==> config.mk <==
export PLATFORM = sky130hd
export DESIGN_NAME = mem_addr_prefetch_unit
export DESIGN_NICKNAME = d
export VERILOG_FILES = /design/src/rtl/mem_addr_prefetch_unit.sv
export SDC_FILE = /design/constraint.sdc
export NUM_CORES = 1
export LEC_CHECK = 0
export ABC_AREA = 1
export BUFFER_PORTS_ARGS = -buffer_cell sky130_fd_sc_hd__clkbuf_2
export CAP_MARGIN = 20
export CORE_AREA = 2 2 106 134
export CTS_CLUSTER_DIAMETER = 100
export DETAILED_ROUTE_END_ITERATION = 10
export DIE_AREA = 0 0 108 136
export PLACE_DENSITY = 0.74
export SLEW_MARGIN = 20
export SYNTH_ARGS = -nofsm -noshare
export SYNTH_HDL_FRONTEND = slang
export SYNTH_SLANG_ARGS = --single-unit
==> constraint.sdc <==
create_clock -name clk_i -period 2.5 [get_ports clk_i]
set_clock_uncertainty 0.05 [all_clocks]
set_input_delay 0.125 -clock clk_i [delete_from_list [all_inputs] [get_ports clk_i]]
set_output_delay 0.125 -clock clk_i [all_outputs]
set_load 0.02 [all_outputs]
==> src/rtl/mem_addr_prefetch_unit.sv <==
// Prefetch FIFO of allocated 2 KB buffer addresses for the RX writer, plus the
// arbiter that shares the allocator's single free port between TX frees and flush returns.
module mem_addr_prefetch_unit #(
    parameter int AXI_ADDR_WIDTH    = 32,
    parameter int PACKET_SIZE_WIDTH = 11,
    parameter int PREFETCH_DEPTH    = 4,
    parameter int FILL_WIDTH        = $clog2(PREFETCH_DEPTH + 1)
) (
    input  logic                         clk_i,
    input  logic                         rst_i,
    input  logic [AXI_ADDR_WIDTH-1:0]    alloc_addr_i,
    input  logic                         alloc_addr_valid_i,
    output logic                         alloc_addr_ack_o,
    output logic [PACKET_SIZE_WIDTH-1:0] alloc_packet_length_o,
    output logic [AXI_ADDR_WIDTH-1:0]    addr_o,
    output logic                         addr_valid_o,
    input  logic                         addr_ready_i,
    input  logic                         flush_i,
    output logic                         flush_busy_o,
    input  logic [AXI_ADDR_WIDTH-1:0]    tx_free_addr_i,
    input  logic                         tx_free_i,
    output logic                         tx_free_ack_o,
    output logic [AXI_ADDR_WIDTH-1:0]    free_mem_addr_o,
    output logic                         free_mem_o,
    input  logic                         free_mem_ack_i,
    output logic [FILL_WIDTH-1:0]        fill_level_o
);

    localparam int PTR_W = $clog2(PREFETCH_DEPTH);
    localparam logic [FILL_WIDTH-1:0] DEPTH_FILL = FILL_WIDTH'(PREFETCH_DEPTH);

    typedef enum logic {
        ST_RUN,
        ST_FLUSH
    } state_e;

    typedef enum logic [1:0] {
        ARB_IDLE,
        ARB_TX,
        ARB_FL
    } arb_e;

    state_e state_q;
    arb_e   arb_q;

    logic [AXI_ADDR_WIDTH-1:0] mem_q [PREFETCH_DEPTH];
    logic [PTR_W-1:0]          wr_ptr_q, wr_ptr_d;
    logic [PTR_W-1:0]          rd_ptr_q, rd_ptr_d;
    logic [FILL_WIDTH-1:0]     fill_q, fill_d;

    logic [AXI_ADDR_WIDTH-1:0] head;
    logic                      fifo_empty;
    logic                      push;
    logic                      pop;

    assign head       = mem_q[rd_ptr_q];
    assign fifo_empty = (fill_q == '0);

    assign alloc_addr_ack_o      = alloc_addr_valid_i && (fill_q < DEPTH_FILL) && (state_q == ST_RUN);
    assign alloc_packet_length_o = '1;
    assign push                  = alloc_addr_ack_o;

    assign addr_valid_o = !fifo_empty && (state_q == ST_RUN);
    assign addr_o       = fifo_empty ? '0 : head;
    assign fill_level_o = fill_q;
    assign flush_busy_o = (state_q == ST_FLUSH);

    // RX pops only in RUN and flush pops only in FL (which implies FLUSH), so they never coincide.
    assign pop = (addr_valid_o && addr_ready_i) || ((arb_q == ARB_FL) && free_mem_ack_i);

    assign free_mem_o    = (arb_q != ARB_IDLE);
    assign tx_free_ack_o = (arb_q == ARB_TX) && free_mem_ack_i;

    always_comb begin
        free_mem_addr_o = '0;
        case (arb_q)
            ARB_TX:  free_mem_addr_o = tx_free_addr_i;
            ARB_FL:  free_mem_addr_o = head;
            default: free_mem_addr_o = '0;
        endcase
    end

    always_comb begin
        wr_ptr_d = wr_ptr_q;
        rd_ptr_d = rd_ptr_q;
        fill_d   = fill_q;
        if (push) begin
            wr_ptr_d = wr_ptr_q + PTR_W'(1);
        end
        if (pop) begin
            rd_ptr_d = rd_ptr_q + PTR_W'(1);
        end
        if (push && !pop) begin
            fill_d = fill_q + FILL_WIDTH'(1);
        end else if (pop && !push) begin
            fill_d = fill_q - FILL_WIDTH'(1);
        end
    end

    // Storage is not reset: entries are only visible through fill_q.
    always_ff @(posedge clk_i) begin
        if (push) begin
            mem_q[wr_ptr_q] <= alloc_addr_i;
        end
    end

    always_ff @(posedge clk_i) begin
        if (rst_i) begin
            state_q  <= ST_RUN;
            arb_q    <= ARB_IDLE;
            wr_ptr_q <= '0;
            rd_ptr_q <= '0;
            fill_q   <= '0;
        end else begin
            wr_ptr_q <= wr_ptr_d;
            rd_ptr_q <= rd_ptr_d;
            fill_q   <= fill_d;

            case (state_q)
                ST_RUN:   if (flush_i) state_q <= ST_FLUSH;
                ST_FLUSH: if (fifo_empty && (arb_q != ARB_FL)) state_q <= ST_RUN;
                default:  state_q <= ST_RUN;
            endcase

            // A grant is held until the allocator acks, so the free address never changes mid-request.
            case (arb_q)
                ARB_IDLE: begin
                    if (tx_free_i) begin
                        arb_q <= ARB_TX;
                    end else if ((state_q == ST_FLUSH) && !fifo_empty) begin
                        arb_q <= ARB_FL;
                    end
                end
                ARB_TX, ARB_FL: if (free_mem_ack_i) arb_q <= ARB_IDLE;
                default: arb_q <= ARB_IDLE;
            endcase
        end
    end

endmodule

==> results.py <==
metrics = {
    "timing": {
        "fmax_ghz": 0.446,
        "hold_viol": 0,
        "period_needed_ns": 2.24,
        "worst_pin_slew_ns": 0.647,
        "drv_slew": 0,
        "slew_headroom_pct": 56.8,
        "tns_ns": 0,
        "setup_viol": 0,
        "finalCritPeriodShare_pct": 89.7,
        "rsz0062_at_grt": "false",
    },
    "clock_tree": {
        "clock-sinks": 140,
        "cts.clk_slew.worst_paths_ns": 0.06,
        "cts-htree-levels": 4,
        "cts_setup_buffers": 0,
        "cts_resized": 0,
        "clock_path_buffers": 2,
        "clk_latency_ns": 0.41,
        "cts_buffers": 17,
        "clockRootBuffer": "clkbuf_16",
        "cts_tree": "done",
    },
    "global_routing": {
        "grt_pass1_wl_um": 23500,
        "gr-usage-met3_pct": 4.60,
        "grt_pass1_vias": 4874,
        "antenna_found_initial": 0,
        "grt_busiest_layer": "met2",
        "gr-total-overflow": 0,
        "grt_max_degree": 40,
        "use_met2_pct": 38.2,
        "met1_usage_pct": 25.0,
        "grt_util_all_layers_pct": 21.3,
    },
    "floorplan": {
        "rows": 48,
        "die_area_um2": 14700,
        "die_h_um": 136,
        "initial_core_util_pct": 47.7,
        "ios": 154,
        "die_x_um": 108,
        "fp.coreArea_um2": 13500,
    },
    "yosys": {
        "yosysMostFrequentCell": "nand2_1",
        "synth_seq_cells": 140,
        "synth.area.top_cells": "edfxtp_1 60%, nand2_1 12%, nand3_1 6.9%",
        "syn_avg_cell_area_um2": 10.4,
        "ys_types": 22,
        "async_flop_share_pct": 0,
        "synth_edf_count": 128,
        "synth_top_area_share_pct": 59.7,
        "ys_seq_area_share_pct": 63.4,
        "yosys_warnings": 0,
        "synth_common_cells": "203 x nand2_1, 128 x edfxtp_1, 89 x nand3_1, 43 x nor2_1, 39 x a21oi_1",
        "synthCells": 617,
        "ys.flop_type": "edfxtp_1",
        "synth_top_area_cell": "edfxtp_1",
        "syn_area_um2": 6440,
    },
    "setup_path": {
        "critPathRequiredTime_ns": 2.33,
        "critical_path_class": "flip-flop to primary output",
        "path_common_cell": "nand3_1",
        "critPathBufInv": 2,
        "cp.arrival_ns": 2.07,
        "end_kind": "primary output",
        "crit_chain": "clkinv_2 > nand3_1 > nand3_1 > a21oi_1 > clkbuf_2",
        "crit_path_max_fanout": 32,
        "max_stage_delay_ns": 0.51,
        "cp-start-kind": "flip-flop",
        "r2r_slack_ns": 0.38,
        "cp_top_family": "buffers and inverters",
        "crit_slowest_cell": "clkinv_2",
    },
    "place": {
        "dpl.cell_count": 918,
        "dp_hpwl_um": 9700,
        "portBuffers": 142,
        "gp_congestion": 0.774,
    },
    "route": {
        "routedWlPerCell_um": 15.4,
        "drt_iter0_markers": 260,
        "finalWirelength_um": 15200,
        "viasPerCell": 5.03,
        "drt-pass1-iter-count": 7,
        "vias": 4954,
        "drc": 0,
        "postRouteAntennaNets": 0,
    },
    "status": {
        "status": "finished, final reports clean",
    },
    "final_layout": {
        "syn_to_final_growth_pct": 26.7,
        "drive_gt1_share_pct": 26.3,
        "fillers": 1092,
        "layout.cells.non_filler": 985,
        "multi_input_area_um2": 1960,
        "regArea_um2": 4090,
        "antenna_cells": 0,
        "nets": 877,
    },
    "run": {
        "drv_cap": 0,
    },
    "power": {
        "ir_drop_uv": 763,
        "powerDensity_nw_per_um2": 1040,
        "p_leak_nw": 3.42,
    },
    "worst_hold_path": {
        "hold_class": "input port to flip-flop",
    },
}
==> cell usage in the layout, fill, tap and decap left out, types with 7 or more instances in the layout <==
cell,count
a21oi_1,39
nand3_1,89
nand2_1,203
nor2_1,39
conb_1,11
dfxtp_1,11
inv_1,22
edfxtp_1,128
nand3_2,16
o21ai_0,7
clkbuf_2,142
buf_4,17
dlygate4sd3_1,35
clkbuf_16,17
ha_1,8
==> path summary, 6_finish.rpt <==
check                             startpoint                  to  depth (start not counted)
worst max-delay path               flip-flop  free_mem_addr_o[0]                          5
worst min-delay path            addr_ready_i         rd_ptr_q[1]                          4
worst max register to register      arb_q[0]     fill_level_o[2]                         12
worst min register to register      arb_q[0]            arb_q[0]                          2
==> timing repair <==
action | in CTS | in global routing
hold buffers | 35 | 0
endpoints found under the setup margin | 0 | 0
hold endpoints to repair | 132 | 0
==> kinds of logic (layout without fill, tap and decap cells) <==
kind of cell             after synthesis  after routing  share of synthesized area (%)
XOR/XNOR                               1              1                          0.136
buffers and inverters                 69            252                           7.26
AO/OA/AOI/OAI                         46             46                           3.57
other                                  1             11                         0.0582
adder cells (fa/ha/maj)                9              9                           1.86
AND/OR/NAND/NOR                      351            351                           23.7
flip-flops                           140            140                           63.4
==> metrics by stage <==
step	utilization (%)	hold slack [ns]	worst slack (ns)	power (mW)	cell area, µm²
after floorplan	-	0.144	-0.0648	5.18	6480
after global placement	53.5	0.289	0.550	6.02	7230
after detailed placement	53.5	0.297	0.430	6.09	7230
after CTS	60.4	0.0246	0.220	8.55	8170
after global routing	60.4	0.0703	0.0432	8.97	8170
final	60.4	0.0450	0.256	8.50	8170
==> worst reg2reg max path, delay by kind of cell, from the launching register on <==
kind | cells | cell delay [ns]
AOI/OAI and AO/OA | 2 | 0.21
DFF | 1 | 0.37
buffers and inverters | 3 | 0.22
and+or+nand+nor | 4 | 0.36
adders and majority gates | 3 | 0.78
==> flip-flops by register name, summed over array words and instances, names as in the netlist, named ones only <==
register and count:
rd_ptr_q 2, fill_level_o 3, wr_ptr_q 2, mem_q 128
flush_busy_o 1, arb_q 2
==> area by class of cell <==
cell class	instances	share of cell area, %
multi-input cells	418	24.0
flip-flops and latches	140	50.0
inverters	24	1.12
well taps	175	2.68
repair buffers	196	15.0
clock inverters	10	1.44
clock buffers	22	5.68
==> report_power, final <==
part	leakage, nW	switching (mW)	total, mW	internal (mW)
Sequential	1.27	0.110	2.93	2.82
Clock	0.272	0.893	2.41	1.52
Combinational	1.88	2.21	3.16	0.943
Total	3.42	3.22	8.50	5.28
==> metal layers <==
layer / routed length, µm / part of all wire [%] / vias to the layer above
met5: 0 / 0 / -
met4: 253 / 1.7 / 0
met3: 645 / 4.3 / 22
met2: 8130 / 54 / 156
met1: 6130 / 40 / 2338
li1: - / - / 2438
No activity file was read; power rests on OpenSTA's default activity.
